[src/rtl/store_buf_pkg.sv]
// ---------------------------------------------------------------------------
// store_buf_pkg
// Shared types for the store buffer: the buffered store entry and the drain
// FSM state. Entry widths are fixed here, so store_buf and store_buf_fwd must
// be built with ADDR_W == SB_ADDR_W and DATA_W == SB_DATA_W.
// ---------------------------------------------------------------------------
package store_buf_pkg;

    localparam int SB_ADDR_W = 32;
    localparam int SB_DATA_W = 32;

    // One buffered store. The address is kept word-granular because byte
    // offsets are carried by the mask.
    typedef struct packed {
        logic [SB_ADDR_W-3:0] addr;
        logic [SB_DATA_W-1:0] data;
        logic [SB_DATA_W-1:0] mask;
    } StBufEntry_s;

    typedef enum logic {
        IDLE = 1'b0,
        REQ  = 1'b1
    } StBufState_e;

endpackage

[src/rtl/store_buf_if.sv]
// ---------------------------------------------------------------------------
// store_buf_if
// Bundles the store-side push port and the memory-side req/ack drain port of
// the store buffer.
//   slave  : the store buffer (takes stores, issues memory writes)
//   master : the environment (issues stores, acknowledges memory writes)
// Signals:
//   iStEn/iStAddr/iStData/iStMask  store enable, byte address, data, mask (0 = written)
//   oStRdy                         buffer can accept a store this cycle
//   oMemReq/oMemAddr/oMemData/oMemMask  head entry write request
//   iMemAck                        memory accepted the head entry
// ---------------------------------------------------------------------------
interface store_buf_if
    import store_buf_pkg::*;
#(
    parameter int ADDR_W = SB_ADDR_W,
    parameter int DATA_W = SB_DATA_W
);

    logic              iStEn;
    logic [ADDR_W-1:0] iStAddr;
    logic [DATA_W-1:0] iStData;
    logic [DATA_W-1:0] iStMask;
    logic              oStRdy;

    logic              oMemReq;
    logic [ADDR_W-1:0] oMemAddr;
    logic [DATA_W-1:0] oMemData;
    logic [DATA_W-1:0] oMemMask;
    logic              iMemAck;

    modport slave (
        input  iStEn, iStAddr, iStData, iStMask, iMemAck,
        output oStRdy, oMemReq, oMemAddr, oMemData, oMemMask
    );

    modport master (
        output iStEn, iStAddr, iStData, iStMask, iMemAck,
        input  oStRdy, oMemReq, oMemAddr, oMemData, oMemMask
    );

endinterface

[src/rtl/store_buf_fwd.sv]
// ---------------------------------------------------------------------------
// store_buf_fwd
// Combinational store-to-load forwarding over the store buffer entry array.
// For every byte lane, the newest valid entry whose word address matches the
// load and whose mask byte is fully written (0x00) supplies that byte.
// Only instantiated when STORE_BUF_FWD_EN is defined.
// Ports:
//   entries_i  entry storage (indexed by ring pointer)
//   headPtr_i  oldest valid entry
//   count_i    number of valid entries
//   ldAddr_i   load byte address being probed
//   fwdData_o  merged forwarded bytes (0 on lanes not supplied)
//   fwdMask_o  0 = bit supplied by the buffer
//   fwdHit_o   at least one lane supplied
// ---------------------------------------------------------------------------
module store_buf_fwd
    import store_buf_pkg::*;
#(
    parameter int DEPTH  = 4,
    parameter int ADDR_W = SB_ADDR_W,
    parameter int DATA_W = SB_DATA_W
) (
    input  StBufEntry_s              entries_i [DEPTH],
    input  logic [$clog2(DEPTH)-1:0] headPtr_i,
    input  logic [$clog2(DEPTH):0]   count_i,
    input  logic [ADDR_W-1:0]        ldAddr_i,
    output logic [DATA_W-1:0]        fwdData_o,
    output logic [DATA_W-1:0]        fwdMask_o,
    output logic                     fwdHit_o
);

    localparam int PTR_W = $clog2(DEPTH);
    localparam int LANES = DATA_W / 8;

    logic [PTR_W-1:0] idx;
    logic             unusedLdOffset;

    assign unusedLdOffset = ^ldAddr_i[1:0];

    // Walk oldest to newest so a younger matching entry overwrites the lanes
    // supplied by an older one.
    always_comb begin
        fwdData_o = '0;
        fwdMask_o = '1;
        idx       = '0;
        for (int k = 0; k < DEPTH; k++) begin
            idx = headPtr_i + PTR_W'(k);
            if ((k < int'(count_i)) && (entries_i[idx].addr == ldAddr_i[ADDR_W-1:2])) begin
                for (int b = 0; b < LANES; b++) begin
                    if (entries_i[idx].mask[b*8 +: 8] == 8'h00) begin
                        fwdData_o[b*8 +: 8] = entries_i[idx].data[b*8 +: 8];
                        fwdMask_o[b*8 +: 8] = 8'h00;
                    end
                end
            end
        end
    end

    assign fwdHit_o = |(~fwdMask_o);

endmodule

[src/rtl/store_buf.sv]
// ---------------------------------------------------------------------------
// store_buf
// In-order store buffer between the memory-write stage and the data memory
// write port. Stores are queued as {word address, data, mask} and drained one
// per cycle over a req/ack handshake.
// Configuration macro: STORE_BUF_FWD_EN enables combinational store-to-load
// forwarding; without it the forwarding outputs are tied off (hit=0, data=0,
// mask all ones) and loads must wait for oDrained.
// Ports:
//   clk, rst_n  clock, asynchronous active-low reset
//   sbIf        store_buf_if.slave: store push port and memory drain port
//   oEmpty      no valid entries
//   oFull       DEPTH valid entries
//   oDrained    empty and drain FSM idle (fence completion)
//   iLdAddr     load address probed for forwarding
//   oFwdHit/oFwdData/oFwdMask  forwarding result (mask 0 = supplied bit)
// ---------------------------------------------------------------------------
module store_buf
    import store_buf_pkg::*;
#(
    parameter int DEPTH  = 4,
    parameter int ADDR_W = SB_ADDR_W,
    parameter int DATA_W = SB_DATA_W
) (
    input  logic              clk,
    input  logic              rst_n,
    store_buf_if.slave        sbIf,
    output logic              oEmpty,
    output logic              oFull,
    output logic              oDrained,
    input  logic [ADDR_W-1:0] iLdAddr,
    output logic              oFwdHit,
    output logic [DATA_W-1:0] oFwdData,
    output logic [DATA_W-1:0] oFwdMask
);

    localparam int PTR_W = $clog2(DEPTH);
    localparam int CNT_W = PTR_W + 1;

    logic [PTR_W-1:0] headPtr_q, headPtr_d;
    logic [PTR_W-1:0] tailPtr_q, tailPtr_d;
    logic [CNT_W-1:0] count_q, count_d;
    StBufState_e      state_q, state_d;
    StBufEntry_s      entries_q [DEPTH];
    StBufEntry_s      headEntry;
    logic             push;
    logic             pop;

    // Ready comes from the registered count only, so a pop while full does
    // not open the buffer until the next cycle. All-ones masks write nothing.
    assign oFull       = (count_q == CNT_W'(DEPTH));
    assign oEmpty      = (count_q == '0);
    assign sbIf.oStRdy = !oFull;
    assign push        = sbIf.iStEn && !oFull && (sbIf.iStMask != '1);
    assign pop         = (state_q == REQ) && sbIf.iMemAck;
    assign oDrained    = oEmpty && (state_q == IDLE);

    // Pointer/count bookkeeping and the IDLE/REQ drain FSM.
    always_comb begin
        headPtr_d = headPtr_q;
        tailPtr_d = tailPtr_q;
        count_d   = count_q;
        state_d   = state_q;

        if (push) tailPtr_d = tailPtr_q + PTR_W'(1);
        if (pop)  headPtr_d = headPtr_q + PTR_W'(1);

        case ({push, pop})
            2'b10:   count_d = count_q + CNT_W'(1);
            2'b01:   count_d = count_q - CNT_W'(1);
            default: count_d = count_q;
        endcase

        case (state_q)
            IDLE:    if (count_q != '0) state_d = REQ;
            REQ:     if (pop && (count_d == '0)) state_d = IDLE;
            default: state_d = IDLE;
        endcase
    end

    // Control state; reset discards all entries and any outstanding request.
    always_ff @(posedge clk or negedge rst_n) begin
        if (!rst_n) begin
            headPtr_q <= '0;
            tailPtr_q <= '0;
            count_q   <= '0;
            state_q   <= IDLE;
        end else begin
            headPtr_q <= headPtr_d;
            tailPtr_q <= tailPtr_d;
            count_q   <= count_d;
            state_q   <= state_d;
        end
    end

    // Entry storage needs no reset: validity is tracked by the pointers.
    always_ff @(posedge clk) begin
        if (push) begin
            entries_q[tailPtr_q] <= '{addr: sbIf.iStAddr[ADDR_W-1:2],
                                      data: sbIf.iStData,
                                      mask: sbIf.iStMask};
        end
    end

    // Memory outputs are gated to zero outside REQ so reset shows clean values.
    assign headEntry     = entries_q[headPtr_q];
    assign sbIf.oMemReq  = (state_q == REQ);
    assign sbIf.oMemAddr = sbIf.oMemReq ? {headEntry.addr, 2'b00} : '0;
    assign sbIf.oMemData = sbIf.oMemReq ? headEntry.data : '0;
    assign sbIf.oMemMask = sbIf.oMemReq ? headEntry.mask : '0;

`ifdef STORE_BUF_FWD_EN
    logic unusedStOffset;
    assign unusedStOffset = ^sbIf.iStAddr[1:0];

    store_buf_fwd #(
        .DEPTH  (DEPTH),
        .ADDR_W (ADDR_W),
        .DATA_W (DATA_W)
    ) uFwd (
        .entries_i (entries_q),
        .headPtr_i (headPtr_q),
        .count_i   (count_q),
        .ldAddr_i  (iLdAddr),
        .fwdData_o (oFwdData),
        .fwdMask_o (oFwdMask),
        .fwdHit_o  (oFwdHit)
    );
`else
    logic unusedStOffset;
    assign unusedStOffset = ^{sbIf.iStAddr[1:0], iLdAddr};

    assign oFwdHit  = 1'b0;
    assign oFwdData = '0;
    assign oFwdMask = '1;
`endif

    // A store presented while full is a protocol violation and is dropped.
    stEnWhileFull: assert property (@(posedge clk) disable iff (!rst_n)
                                    !(sbIf.iStEn && oFull))
        else $warning("store_buf: store dropped, iStEn asserted while full");

endmodule

[src/flat_wrapper.sv]
// flat-port wrapper written by rule: the top's interface ports become plain ports
module store_buf_flat import store_buf_pkg::*;
#(
    parameter int DEPTH  = 4,
    parameter int ADDR_W = SB_ADDR_W,
    parameter int DATA_W = SB_DATA_W
)
  (clk, rst_n, oEmpty, oFull, oDrained, iLdAddr, oFwdHit, oFwdData, oFwdMask, sbIf_iStEn, sbIf_iStAddr, sbIf_iStData, sbIf_iStMask, sbIf_iMemAck, sbIf_oStRdy, sbIf_oMemReq, sbIf_oMemAddr, sbIf_oMemData, sbIf_oMemMask);
  store_buf_if #(.ADDR_W(ADDR_W), .DATA_W(DATA_W)) sbIf_i ();
  input  logic clk;
  input  logic rst_n;
  output logic oEmpty;
  output logic oFull;
  output logic oDrained;
  input  logic [ADDR_W-1:0] iLdAddr;
  output logic oFwdHit;
  output logic [DATA_W-1:0] oFwdData;
  output logic [DATA_W-1:0] oFwdMask;
  input wire logic [$bits(sbIf_i.iStEn)-1:0] sbIf_iStEn;
  input wire logic [$bits(sbIf_i.iStAddr)-1:0] sbIf_iStAddr;
  input wire logic [$bits(sbIf_i.iStData)-1:0] sbIf_iStData;
  input wire logic [$bits(sbIf_i.iStMask)-1:0] sbIf_iStMask;
  input wire logic [$bits(sbIf_i.iMemAck)-1:0] sbIf_iMemAck;
  output wire logic [$bits(sbIf_i.oStRdy)-1:0] sbIf_oStRdy;
  output wire logic [$bits(sbIf_i.oMemReq)-1:0] sbIf_oMemReq;
  output wire logic [$bits(sbIf_i.oMemAddr)-1:0] sbIf_oMemAddr;
  output wire logic [$bits(sbIf_i.oMemData)-1:0] sbIf_oMemData;
  output wire logic [$bits(sbIf_i.oMemMask)-1:0] sbIf_oMemMask;
  assign sbIf_i.iStEn = sbIf_iStEn;
  assign sbIf_i.iStAddr = sbIf_iStAddr;
  assign sbIf_i.iStData = sbIf_iStData;
  assign sbIf_i.iStMask = sbIf_iStMask;
  assign sbIf_i.iMemAck = sbIf_iMemAck;
  assign sbIf_oStRdy = sbIf_i.oStRdy;
  assign sbIf_oMemReq = sbIf_i.oMemReq;
  assign sbIf_oMemAddr = sbIf_i.oMemAddr;
  assign sbIf_oMemData = sbIf_i.oMemData;
  assign sbIf_oMemMask = sbIf_i.oMemMask;
  store_buf #(.DEPTH(DEPTH), .ADDR_W(ADDR_W), .DATA_W(DATA_W)) u_core (.clk(clk), .rst_n(rst_n), .sbIf(sbIf_i), .oEmpty(oEmpty), .oFull(oFull), .oDrained(oDrained), .iLdAddr(iLdAddr), .oFwdHit(oFwdHit), .oFwdData(oFwdData), .oFwdMask(oFwdMask));
endmodule
[config.mk]
export PLATFORM = sky130hd
export DESIGN_NAME = store_buf_flat
export DESIGN_NICKNAME = d
export VERILOG_FILES = /design/src/rtl/store_buf_pkg.sv /design/src/rtl/store_buf_if.sv /design/src/rtl/store_buf_fwd.sv /design/src/rtl/store_buf.sv /design/src/flat_wrapper.sv
export SDC_FILE = /design/constraint.sdc
export NUM_CORES = 1
export LEC_CHECK = 0
export ABC_AREA = 1
export ABC_CLOCK_PERIOD_IN_PS = 7100
export BUFFER_PORTS_ARGS = -buffer_cell sky130_fd_sc_hd__buf_2
export CORE_ASPECT_RATIO = 0.9
export CORE_MARGIN = 2
export CORE_UTILIZATION = 48
export DETAILED_ROUTE_END_ITERATION = 16
export PLACE_DENSITY = 0.71
export REMOVE_ABC_BUFFERS = 1
export SYNTH_ARGS = -nofsm -noshare
export SYNTH_HDL_FRONTEND = slang
export SYNTH_HIERARCHICAL = 1
export SYNTH_SLANG_ARGS = --single-unit
[constraint.sdc]
create_clock -name clk -period 7.1 [get_ports clk]
set_input_delay 0.71 -clock clk [delete_from_list [all_inputs] [get_ports clk]]
set_output_delay 0.71 -clock clk [all_outputs]
set_load 0.01 [all_outputs]
==> reports/qor.yml <==
logic_synthesis:
  seq_area_frac_synth_pct: 73.6
  ys_types: 24
  synth.avg_cell_area_um2: 12.3
  synth_flop_cell: "edfxtp_1"
  synth_edf_count: 376
  syn_area_um2: 15600
  synth_top_cell_by_area: "edfxtp_1"
  synth_seq_cells: 384
  ys_top_cells_by_count: "nor2_1, edfxtp_1, o21ai_0, a21oi_1, o21ai_1"
  synth_area_leaders: "edfxtp_1, nor2_1, o21ai_0, buf_4, a21oi_1"
  ys.warnings.count: 6
  yosysTopAreaCellShare_pct: 72.4
  synth_most_common_cell: "nor2_1"
  async_reset_ff_share_pct: 2.08
  syn_inst: 1270
global_route:
  grt_max_degree: 117
  overflow: 0
  grt_pass1_wl_mm: 51.0
  antenna_found_initial: 7
  grtUsageTotal_pct: 19.1
  grt_pass1_vias: 9513
timing:
  fmax_mhz: 261
  finalMaxSlewViolations: 0
  fin_skew_ns: 0.0115
  post-route-period-util_pct: 53.9
  hold_viol: 0
  worstMarginPinSlew_ns: 0.990
  rsz0062_at_grt: "no"
  min_period_ns: 3.83
  relSlewSlack_pct: 34.0
  finalSetupViolations: 0
  hold_slack_ns: 0.0312
  setup_slack_ns: 3.27
  final.setup.tns_ns: 0
critical_path:
  cp.required_ns: 6.39
  criticalPathCategory: "reg -> out"
  cp.arrival_ns: 3.12
  crit_path_max_fanout: 116
  start_kind: "register"
  endpoint_kind: "output port"
finish:
  finalNonFillerCells: 1896
  final_nets: 1584
  drive_gt1_share_pct: 18.7
  area_delta_synth_final_pct: 14.9
placed_design:
  placed_cells: 1821
  gp_congestion: 0.736
  io_buffers: 196
  pre_cts_ws_ns: 3.79
  dp_hpwl_mm: 17.3
clocking:
  cts_resized: 0
  postCtsSetupRepairBufs: 0
  htree_levels: 2
  cts.sinks: 384
  clockRootBuffer: "clkbuf_16"
  cts_tree: "built"
  hold_buffers: 0
  clkSlewWorstSetupHoldPaths_ns: 0.06
  insertion_delay_ns: 0.52
  numCtsBuffers: 39
  cts_buffer_depth: 3
floorplan:
  rows: 62
  start_util_pct: 48.8
  coreArea_um2: 32000
  io_pins: 298
  dieArea_um2: 34000
  die_w_um: 194
  dieHeight_um: 175
detailed_routing:
  drtAntennaViolNets: 0
  wire_per_inst_um: 17.4
  drcViolationCount: 0
  drt-total-wl_mm: 32.9
  dr_total_vias: 9760
  first_pass_iters: 5
  drt_first_iter_violations: 546
  via_per_inst: 5.15
power:
  p_leak_nw: 6.51
  p_per_area_nw_per_um2: 449
  finalPower_mw: 8.06
  ir_drop_v: 0.000262
job:
  cap_violations: 0
run_status:
  status: "finished, final reports clean"
worst_hold_path:
  hold_path.class: "in -> async"
[sequential cells by signal, summed over array words and instances (netlist names)]
| signal | flops |
|---|---|
| u_core/entries_q | 376 |
| u_core/count_q | 3 |
| u_core/headPtr_q | 2 |
| u_core/tailPtr_q | 2 |
| u_core/sbIf.oMemReq | 1 |
[area by class of cell]
type	count	area, um^2
fill	2624	14000
tap	416	520
multi-input combinational	792	3450
inverter	20	85.1
sequential	384	11500
timing repair buffer	209	1090
clock inverter	24	238
clock buffer	45	1040
antenna	6	15.0
[through the flow]
step / cell area [um^2] / util, %
4_1_cts: 17900 / 56.1
3_3_place_gp: 16600 / 52.1
3_5_place_dp: 16600 / 52.1
2_1_floorplan: 15000 / -
5_1_grt: 17900 / 56.1
6_report: 17900 / 56.1
[per-layer routing]
layer  GRT usage [%]  vias up  part of all wire [%]
li1                -     4656                     -
met1            24.8     4732                    43
met2            32.3      319                    48
met3            4.44       49                   7.1
met4            5.33        4                   1.8
met5               0        -                 0.082
[critical path: stages (launching register included)]
cell	delay (ns)
dfrtp_4	0.62
inv_6	0.59
buf_4	0.71
o21ai_0	0.22
a21oi_1	0.21
buf_2	0.16
[final timing paths]
path,startpoint,end,slack [ns],cells after the start
worst max-delay path,u_core/headPtr_q[0]$_DFFE_PN0P_,sbIf_oMemData[10],3.27,5
worst min-delay path,rst_n,u_core/count_q[0]$_DFF_PN0_,0.03,1
worst max register to register,u_core/count_q[2]$_DFF_PN0_,u_core/entries_q[0][42]$_DFFE_PP_,4.36,6
worst min register to register,u_core/tailPtr_q[1]$_DFFE_PN0P_,u_core/tailPtr_q[1]$_DFFE_PN0P_,0.56,2
max in group asynchronous,rst_n,u_core/headPtr_q[1]$_DFFE_PN0P_,6.87,1
min in group clk,sbIf_iStData[2],u_core/entries_q[3][34]$_DFFE_PP_,0.40,1
[cell usage in the layout, fill, tap and decap left out, types with 2 or more instances in the layout]
cell type / n
a21oi_1: 94
buf_2: 196
buf_4: 12
bufinv_16: 5
clkbuf_1: 4
clkbuf_16: 41
clkinv_1: 9
clkinv_2: 9
conb_1: 67
dfrtp_1: 6
dfrtp_4: 2
diode_2: 6
edfxtp_1: 376
ha_1: 5
inv_1: 17
inv_4: 2
nand2_1: 30
nand3_1: 4
nor2_1: 392
nor2_4: 4
o21ai_0: 116
o21ai_1: 73
xor2_1: 3
[cell families after synthesis]
group	count (synthesis)	share of synthesized area [%]
compound gates	283	9.08
xor+xnor	3	0.168
fa+ha+maj	6	0.529
buf+inv	159	6.03
flops	384	73.6
other cells	2	0.0481
simple gates	433	10.5
[power breakdown]
part	switching, mW	internal [mW]	total [mW]
Sequential	0.159	2.99	3.15
Combinational	1.95	0.932	2.88
Clock	0.802	1.23	2.03
Total	2.91	5.15	8.06
(Power assumes the default switching activity.)
